<file path="src/rtl/fwd_hazard_ctrl_pkg.sv">
// Shared encodings for the forwarding/hazard controller: mux select codes and FSM states.
package fwd_pkg;

   localparam logic [1:0] FWD_REG     = 2'd0;
   localparam logic [1:0] FWD_EXALU   = 2'd1;
   localparam logic [1:0] FWD_MEMALU  = 2'd2;
   localparam logic [1:0] FWD_MEMDATA = 2'd3;

   typedef enum logic [1:0] {
      S_RUN    = 2'd0,
      S_LSTALL = 2'd1,
      S_MWAIT  = 2'd2
   } state_t;

endpackage

</file>
<file path="src/rtl/fwd_hazard_ctrl_sel.sv">
// Per-operand forwarding select; also flags a load-use hit on this operand.
module fwd_sel
   import fwd_pkg::*;
#(
   parameter int AW = 5
) (
   input  logic [AW-1:0] x,
   input  logic          use_x,
   input  logic          ex_wreg,
   input  logic          ex_m2reg,
   input  logic [AW-1:0] ex_wn,
   input  logic          mem_wreg,
   input  logic          mem_m2reg,
   input  logic [AW-1:0] mem_wn,
   output logic [1:0]    sel,
   output logic          lu
);

   always_comb begin
      sel = FWD_REG;
      lu  = 1'b0;
      if (use_x && (x != '0)) begin
         // A load still in EX owns the register: stall instead of taking an older MEM copy.
         if (ex_wreg && (ex_wn == x)) begin
            if (ex_m2reg) lu = 1'b1;
            else          sel = FWD_EXALU;
         end else if (mem_wreg && (mem_wn == x)) begin
            sel = mem_m2reg ? FWD_MEMDATA : FWD_MEMALU;
         end
      end
   end

endmodule

</file>
<file path="src/rtl/fwd_hazard_ctrl.sv">
// Forwarding and hazard controller for the 5-stage pipeline.
// Optional stall cycle counter built when STALL_COUNT_EN is defined.
//
// state    | meaning
// S_RUN    | normal flow, hazards checked every cycle
// S_LSTALL | one bubble inserted behind a load; load now in MEM
// S_MWAIT  | data memory busy, whole pipeline frozen
module fwd_hazard_ctrl
   import fwd_pkg::*;
#(
   parameter int AW    = 5,
   parameter int CNT_W = 32
) (
   input  logic             clk,
   input  logic             rst,
   input  logic [AW-1:0]    id_rs,
   input  logic [AW-1:0]    id_rt,
   input  logic             id_use_rs,
   input  logic             id_use_rt,
   input  logic             id_wreg,
   input  logic [AW-1:0]    id_wn,
   input  logic             id_m2reg,
   input  logic             id_wmem,
   input  logic             mem_ready,
   output logic [1:0]       fwda,
   output logic [1:0]       fwdb,
   output logic             pc_we,
   output logic             ifid_we,
   output logic             idex_we,
`ifdef STALL_COUNT_EN
   output logic [CNT_W-1:0] stall_cycles,
`endif
   output logic             idex_bubble
);

   state_t        state, state_nxt;
   logic          ex_wreg, ex_m2reg, ex_mem;
   logic [AW-1:0] ex_wn;
   logic          mem_wreg, mem_m2reg, mem_mem;
   logic [AW-1:0] mem_wn;
   logic [1:0]    sel_a, sel_b;
   logic          lu_a, lu_b, lu, mw;

   fwd_sel #(.AW(AW)) u_sel_rs (
      .x(id_rs), .use_x(id_use_rs),
      .ex_wreg(ex_wreg), .ex_m2reg(ex_m2reg), .ex_wn(ex_wn),
      .mem_wreg(mem_wreg), .mem_m2reg(mem_m2reg), .mem_wn(mem_wn),
      .sel(sel_a), .lu(lu_a)
   );

   fwd_sel #(.AW(AW)) u_sel_rt (
      .x(id_rt), .use_x(id_use_rt),
      .ex_wreg(ex_wreg), .ex_m2reg(ex_m2reg), .ex_wn(ex_wn),
      .mem_wreg(mem_wreg), .mem_m2reg(mem_m2reg), .mem_wn(mem_wn),
      .sel(sel_b), .lu(lu_b)
   );

   assign lu   = lu_a | lu_b;
   assign mw   = mem_mem & ~mem_ready;
   assign fwda = rst ? FWD_REG : sel_a;
   assign fwdb = rst ? FWD_REG : sel_b;

   always_ff @(posedge clk) begin
      if (rst) state <= S_RUN;
      else     state <= state_nxt;
   end

   always_comb begin
      state_nxt   = state;
      pc_we       = 1'b1;
      ifid_we     = 1'b1;
      idex_we     = 1'b1;
      idex_bubble = 1'b0;
      if (rst) begin
         pc_we       = 1'b0;
         ifid_we     = 1'b0;
         idex_bubble = 1'b1;
         state_nxt   = S_RUN;
      end else begin
         case (state)
            S_RUN, S_MWAIT, S_LSTALL: begin
               if (mw) begin
                  pc_we     = 1'b0;
                  ifid_we   = 1'b0;
                  idex_we   = 1'b0;
                  state_nxt = S_MWAIT;
               end else if (lu) begin
                  pc_we       = 1'b0;
                  ifid_we     = 1'b0;
                  idex_bubble = 1'b1;
                  // Leaving MWAIT or LSTALL always returns to RUN, even with a bubble.
                  state_nxt   = (state == S_RUN) ? S_LSTALL : S_RUN;
               end else begin
                  state_nxt = S_RUN;
               end
            end
            default: state_nxt = S_RUN;
         endcase
      end
   end

   always_ff @(posedge clk) begin
      if (rst) begin
         ex_wreg   <= 1'b0;
         ex_m2reg  <= 1'b0;
         ex_mem    <= 1'b0;
         ex_wn     <= '0;
         mem_wreg  <= 1'b0;
         mem_m2reg <= 1'b0;
         mem_mem   <= 1'b0;
         mem_wn    <= '0;
      end else if (idex_we) begin
         mem_wreg  <= ex_wreg;
         mem_m2reg <= ex_m2reg;
         mem_mem   <= ex_mem;
         mem_wn    <= ex_wn;
         if (idex_bubble) begin
            ex_wreg  <= 1'b0;
            ex_m2reg <= 1'b0;
            ex_mem   <= 1'b0;
            ex_wn    <= '0;
         end else begin
            ex_wreg  <= id_wreg;
            ex_m2reg <= id_m2reg;
            ex_mem   <= id_m2reg | id_wmem;
            ex_wn    <= id_wn;
         end
      end
   end

`ifdef STALL_COUNT_EN
   always_ff @(posedge clk) begin
      if (rst) stall_cycles <= '0;
      else if (!pc_we && (stall_cycles != '1)) stall_cycles <= stall_cycles + CNT_W'(1);
   end
`else
   logic unused_cnt_w;
   assign unused_cnt_w = (CNT_W > 0);
`endif

endmodule

</file>
<file path="config.mk">
export PLATFORM = sky130hd
export DESIGN_NAME = fwd_hazard_ctrl
export DESIGN_NICKNAME = d
export VERILOG_FILES = /design/src/rtl/fwd_hazard_ctrl_pkg.sv /design/src/rtl/fwd_hazard_ctrl_sel.sv /design/src/rtl/fwd_hazard_ctrl.sv
export SDC_FILE = /design/constraint.sdc
export NUM_CORES = 1
export LEC_CHECK = 0
export ABC_CLOCK_PERIOD_IN_PS = 5570
export CAP_MARGIN = 30
export CORE_MARGIN = 2
export CORE_UTILIZATION = 40
export DETAILED_ROUTE_END_ITERATION = 7
export GPL_TIMING_DRIVEN = 1
export PLACE_DENSITY_LB_ADDON = 0.12
export SKIP_CTS_REPAIR_TIMING = 1
export SLEW_MARGIN = 20
export SYNTH_ARGS = -nofsm -noshare
export SYNTH_HDL_FRONTEND = slang
export SYNTH_SLANG_ARGS = --single-unit
</file>
<file path="constraint.sdc">
create_clock -name clk -period 5.57 [get_ports clk]
set_input_delay 1.114 -clock clk [delete_from_list [all_inputs] [get_ports clk]]
set_output_delay 1.114 -clock clk [all_outputs]
set_load 0.1 [all_outputs]
</file>
==> qor.txt, run 1 <==
largest family of logic cells by synthesized area: simple AND/OR/NAND/NOR gates
synthesized flop and latch total: 18
FF+latch area: 360 µm²
unrepaired setup endpoints after global routing: false
clk buf depth: 2
routability congestion estimate: 0.845
arrival time at the worst endpoint: 3.20 ns
worst path required time: 4.46 ns
post-synthesis share of cell area spent on full adders, half adders and majority gates: 0
core area: 2480 µm²
post-synthesis net count: 153
most common cell after layout, fill and taps aside: sky130_fd_sc_hd__clkdlybuf4s50_1
Worst Tran Pin Value: 0.945 ns
antenna violations before repair: 0
clock insertion delay at the later pin of the skew report: 0.29 ns
proportion of synthesized area in mux cells: 0
fraction of final layout cells with drive strength greater than 1: 0.132
Maximum Capacitance Violations: 0
Via Count: 1003
hold violation total from the final report: 0
area after detailed placement: 1350 µm²
NumNets Final: 183
Setup Viol. Count Final: 0
startpoint types: input pin
run status: finished, final reports clean
Clk pin slew, worst setup/hold paths: 0.10 ns
detailed-route vias per instance: 5.31
critical path start-end classification: input pin to output pin
Slew headroom: 0.368
Initial Utilization: 0.424
gate count after technology mapping: 130
vias in the first global route: 932
commonest cells after routing, fill and taps aside: sky130_fd_sc_hd__clkdlybuf4s50_1 (22), sky130_fd_sc_hd__nand2_1 (21), sky130_fd_sc_hd__dfxtp_1 (18)
CTS Root Buffer Type: sky130_fd_sc_hd__clkbuf_4
total congestion overflow after global routing: 0
die outline width: 55.3 µm
Post-Synth XOR/XNOR Area: 0.167
fraction of the yosys area taken by sequential cells: 0.343
number of buffers added on ports: 30
leak pwr: 0.533 nW
setup slack after placement: 1.26 ns
floorplan die height: 55.3 µm
Final Cycle Share: 0.775
total placed cells including tap cells: 185
worst-case setup margin in the final layout: 1.25 ns
total die area: 3050 µm²
number of antenna diodes: 0
Max Clock Skew: 0.00380 ns
TritonCTS Sinks: 18
first-pass detailed-route iteration total: 4
DP HPWL: 1.86 mm
category of the worst setup path capture point: output pin
count of synthesis-stage warnings from yosys: 0
pin count of the biggest net entering global routing: 33
Top Ports: 31
count of different cell masters after synthesis: 26
crit path time final: 4.32 ns
CTS buffer count: 3
number of rows created at floorplan: 18
post-synthesis instance area: 1050 µm²
total negative slack for setup checks: 0 ns
maximum clock frequency: 232 MHz
detailed-route wire length: 2.45 mm
total global-route track usage: 0.160
CTS H-tree depth: 1
highest fanout seen on the critical path: 4
remaining antenna violation count after routing: 0
remaining routing DRC violations: 0
maximum ir drop on the vdd rail: 0.000158 V
Simple-Gate Fraction of Synth Area: 0.321
design area: 1390 µm²
average instance area after synthesis: 8.08 µm²
P&R area growth vs syn: 32.0%
Fin Hold WS: 0.480 ns
Final Max Tran Viols: 0
count of routing violations after the opening detailed-route iteration: 18
wire length per cell: 13.0 µm
Filler Cell Count: 243
power density of the placed cells: 210 nW/µm²
wire length of the first global-routing pass: 4.02 mm
count of placed standard cells in the final layout, fillers left out: 189
area fraction in compound gates after synthesis: 0.126
multi-input gate area in the final layout: 651 µm²
CTS tree: yes
hold crit path type: flop to flop
per-stage QoR:
step,power (mW),utilization
after floorplan,0.187,-
after CTS,0.293,0.560
after global placement,0.214,0.545
final,0.291,0.560
after global routing,0.306,0.560
after detailed placement,0.216,0.545
where the power goes:
part	switching (mW)	leakage (nW)	internal, mW
combinational	0.0368	0.363	0.0315
sequential	0.00820	0.148	0.136
clock	0.0383	0.0210	0.0398
worst max-delay path, cell delays in order:
cell and delay, ns:
sky130_fd_sc_hd__clkdlybuf4s50_1 0.46, sky130_fd_sc_hd__xor2_1 0.16, sky130_fd_sc_hd__nor4_1 0.34, sky130_fd_sc_hd__nand3_1 0.21, sky130_fd_sc_hd__or2_2 0.31, sky130_fd_sc_hd__a211oi_1 0.25
sky130_fd_sc_hd__buf_4 0.34
per-layer routing:
layer,up-vias,GRT usage,part of all wire
li1,508,-,-
met1,473,0.187,0.49
met2,20,0.289,0.47
met3,2,0.0258,0.031
met4,0,0.0627,0.0057
met5,-,0,0
worst paths after layout:
path                           from                endpoint  slack [ns]  depth (start not counted)
max reg2reg   ex_wn[1]$_SDFFE_PP0P_     ex_mem$_SDFFE_PP0P_        3.80                          6
max                        id_rt[1]                 fwdb[0]        1.25                          7
min          mem_m2reg$_SDFFE_PP0P_  mem_m2reg$_SDFFE_PP0P_        0.48                          2
min reg2reg  mem_m2reg$_SDFFE_PP0P_  mem_m2reg$_SDFFE_PP0P_        0.48                          2
kinds of logic (layout without fill, tap and decap cells):
kind of cell,after synthesis,after routing
AND/OR/NAND/NOR,62,62
flip-flops,18,18
XOR/XNOR,20,20
buffers and inverters,9,38
AO/OA/AOI/OAI,21,21
cell type report:
| class | instances | share of cell area |
|---|---|---|
| multi-input combinational | 103 | 0.469 |
| sequential | 18 | 0.260 |
| timing repair buffer | 32 | 0.213 |
| tap | 30 | 0.0271 |
| clock buffer | 4 | 0.0261 |
| inverter | 2 | 0.00541 |
sequential cells by signal, summed over array words and instances, names as in the netlist:
name and flops:
mem_mem 1, ex_wn 5, mem_wn 5, mem_m2reg 1, ex_mem 1, ex_wreg 1
state 2, mem_wreg 1, ex_m2reg 1
synthesized netlist by cell type, drive strengths merged:
cell,instances,area (µm²)
a211oi,2,15.0
a21o,1,8.76
a21oi,8,40.0
and3,3,18.8
buf,2,18.8
clkbuf,5,18.8
dfxtp,18,360
inv,2,7.51
nand2,21,78.8
nand3,4,20.0
nand3b,15,113
nand4,1,6.26
nor2,5,18.8
nor2b,1,6.26
nor3,5,25.0
nor4,4,31.3
o21ai,8,43.8
o32ai,1,16.3
o41ai,1,8.76
or2,2,12.5
or4,1,7.51
xnor2,4,35.0
xor2,16,140
No activity file was read; power rests on OpenSTA's default activity.
==> run 2: changes to the inputs <==
--- a/config.mk
+++ b/config.mk
@@ -5,7 +5,7 @@
 export SDC_FILE = /design/constraint.sdc
 export NUM_CORES = 1
 export LEC_CHECK = 0
-export ABC_CLOCK_PERIOD_IN_PS = 5570
+export ABC_CLOCK_PERIOD_IN_PS = 4200
 export CAP_MARGIN = 30
 export CORE_MARGIN = 2
 export CORE_UTILIZATION = 40
==> constraint.sdc (replaced) <==
create_clock -name clk -period 4.2 [get_ports clk]
set_input_delay 0.84 -clock clk [delete_from_list [all_inputs] [get_ports clk]]
set_output_delay 0.84 -clock clk [all_outputs]
set_load 0.1 [all_outputs]
==> qor.txt, run 2 (synthesis gave the netlist of run 1 again) <==
Clk pin slew, worst setup/hold paths: 0.10 ns
Via Count: 989
CTS buffer count: 3
core occupancy in the finished layout: 0.594
wire length per cell: 13.3 µm
Tot Pwr: 391 µW
category of the worst setup path capture point: output pin
commonest cells after routing, fill and taps aside: sky130_fd_sc_hd__clkdlybuf4s50_1 (22), sky130_fd_sc_hd__nand2_1 (21), sky130_fd_sc_hd__dfxtp_1 (18)
number of antenna diodes: 0
maximum ir drop on the vdd rail: 0.000200 V
pin count of the biggest net entering global routing: 21
Setup Viol. Count Final: 0
floorplan die height: 55.3 µm
die outline width: 55.3 µm
number of rows created at floorplan: 18
share of total power consumed by net switching: 0.284
run status: finished, final reports clean
highest fanout seen on the critical path: 6
detailed-route vias per instance: 5.21
most common cell after layout, fill and taps aside: sky130_fd_sc_hd__clkdlybuf4s50_1
worst-case setup margin in the final layout: 0.439 ns
Maximum Capacitance Violations: 0
Final Max Tran Viols: 0
first-pass detailed-route iteration total: 4
total global-route track usage: 0.167
startpoint types: input pin
hold violation total from the final report: 0
DP HPWL: 1.94 mm
count of routing violations after the opening detailed-route iteration: 17
CTS Root Buffer Type: sky130_fd_sc_hd__clkbuf_4
maximum clock frequency: 266 MHz
hold crit path type: flop to flop
routability congestion estimate: 0.844
P&R area growth vs syn: 40.1%
Regs by FF count: ex_wn (5), mem_wn (5), state (2)
Slew headroom: 0.662
Final Cycle Share: 0.896
relative contribution of the clock network to total power: 0.259
NumNets Final: 184
fraction of final layout cells with drive strength greater than 1: 0.156
proportion of power drawn by flip-flops and latches: 0.490
clk buf depth: 2
remaining routing DRC violations: 0
remaining antenna violation count after routing: 0
antenna violations before repair: 0
wire length of the first global-routing pass: 4.18 mm
unrepaired setup endpoints after global routing: false
total die area: 3050 µm²
count of placed standard cells in the final layout, fillers left out: 190
Worst Tran Pin Value: 0.505 ns
setup slack after placement: 0.452 ns
detailed-route wire length: 2.54 mm
share of total power in combinational logic: 0.251
CTS H-tree depth: 1
number of buffers added on ports: 30
crit path time final: 3.76 ns
total congestion overflow after global routing: 0
core area: 2480 µm²
net switching power figure: 111 µW
Fin Hold WS: 0.464 ns
Initial Utilization: 0.424
power density of the placed cells: 266 nW/µm²
worst path required time: 3.36 ns
arrival time at the worst endpoint: 2.92 ns
critical path start-end classification: input pin to output pin
leak pwr: 0.559 nW
clock insertion delay at the later pin of the skew report: 0.28 ns
CTS tree: yes
Top Ports: 31
Max Clock Skew: 0.000844 ns
TritonCTS Sinks: 18
total placed cells including tap cells: 186
vias in the first global route: 952
internal power component: 280 µW
-- run 2: cell types whose count changed in the layout (fill, tap and decap cells not counted) --
cell / previous run / this run
sky130_fd_sc_hd__a211oi_2: 0 / 2
sky130_fd_sc_hd__nor3_2: 1 / 2
sky130_fd_sc_hd__a211oi_1: 2 / 0
sky130_fd_sc_hd__nor3_1: 4 / 3
sky130_fd_sc_hd__buf_4: 10 / 6
sky130_fd_sc_hd__buf_12: 0 / 5
-- run 2: worst paths after layout --
kind                          from                     to  slack, ns  cells after the start
max reg2reg  ex_wn[1]$_SDFFE_PP0P_   ex_wreg$_SDFFE_PP0P_       2.19                      6
max                       id_rs[4]            idex_bubble       0.44                      7
min          mem_wreg$_SDFFE_PP0P_  mem_wreg$_SDFFE_PP0P_       0.46                      2
min reg2reg  mem_wreg$_SDFFE_PP0P_  mem_wreg$_SDFFE_PP0P_       0.46                      2
-- run 2: power groups by stage --
stage / combinational (mW) / clock (mW) / sequential (mW)
6_report: 0.0983 / 0.101 / 0.192
5_1_grt: 0.105 / 0.112 / 0.193
4_1_cts: 0.0987 / 0.105 / 0.191
3_5_place_dp: 0.0981 / 0 / 0.195
3_3_place_gp: 0.0961 / 0 / 0.195
2_1_floorplan: 0.0568 / 0 / 0.192
-- run 2: critical path: stages --
cell,delay [ns]
sky130_fd_sc_hd__clkdlybuf4s50_1,0.49
sky130_fd_sc_hd__xor2_1,0.18
sky130_fd_sc_hd__nor4_2,0.28
sky130_fd_sc_hd__nand3_1,0.21
sky130_fd_sc_hd__o32ai_2,0.51
sky130_fd_sc_hd__a21o_2,0.23
sky130_fd_sc_hd__buf_12,0.17
-- run 2: routing by layer --
metal / vias to the layer above / global-route usage / part of all wire
met4: 0 / 0.0732 / 0.021
met5: - / 0 / 0
met3: 6 / 0.0304 / 0.048
li1: 516 / - / -
met1: 439 / 0.210 / 0.46
met2: 28 / 0.279 / 0.47
-- run 2: area by class of cell --
class                           count  area (µm²)
Clock buffer                        4        36.3
Tap cell                           30        37.5
Fill cell                         237        1000
Sequential cell                    18         360
Timing Repair Buffer               33         365
Inverter                            2        7.51
Multi-Input combinational cell    103         666
-- run 2: stage by stage --
stage	area, µm²	setup TNS [ns]
after floorplan	1070	-0.219
after global placement	1440	0
after detailed placement	1440	0
after CTS	1470	0
after global routing	1470	0
final	1470	0
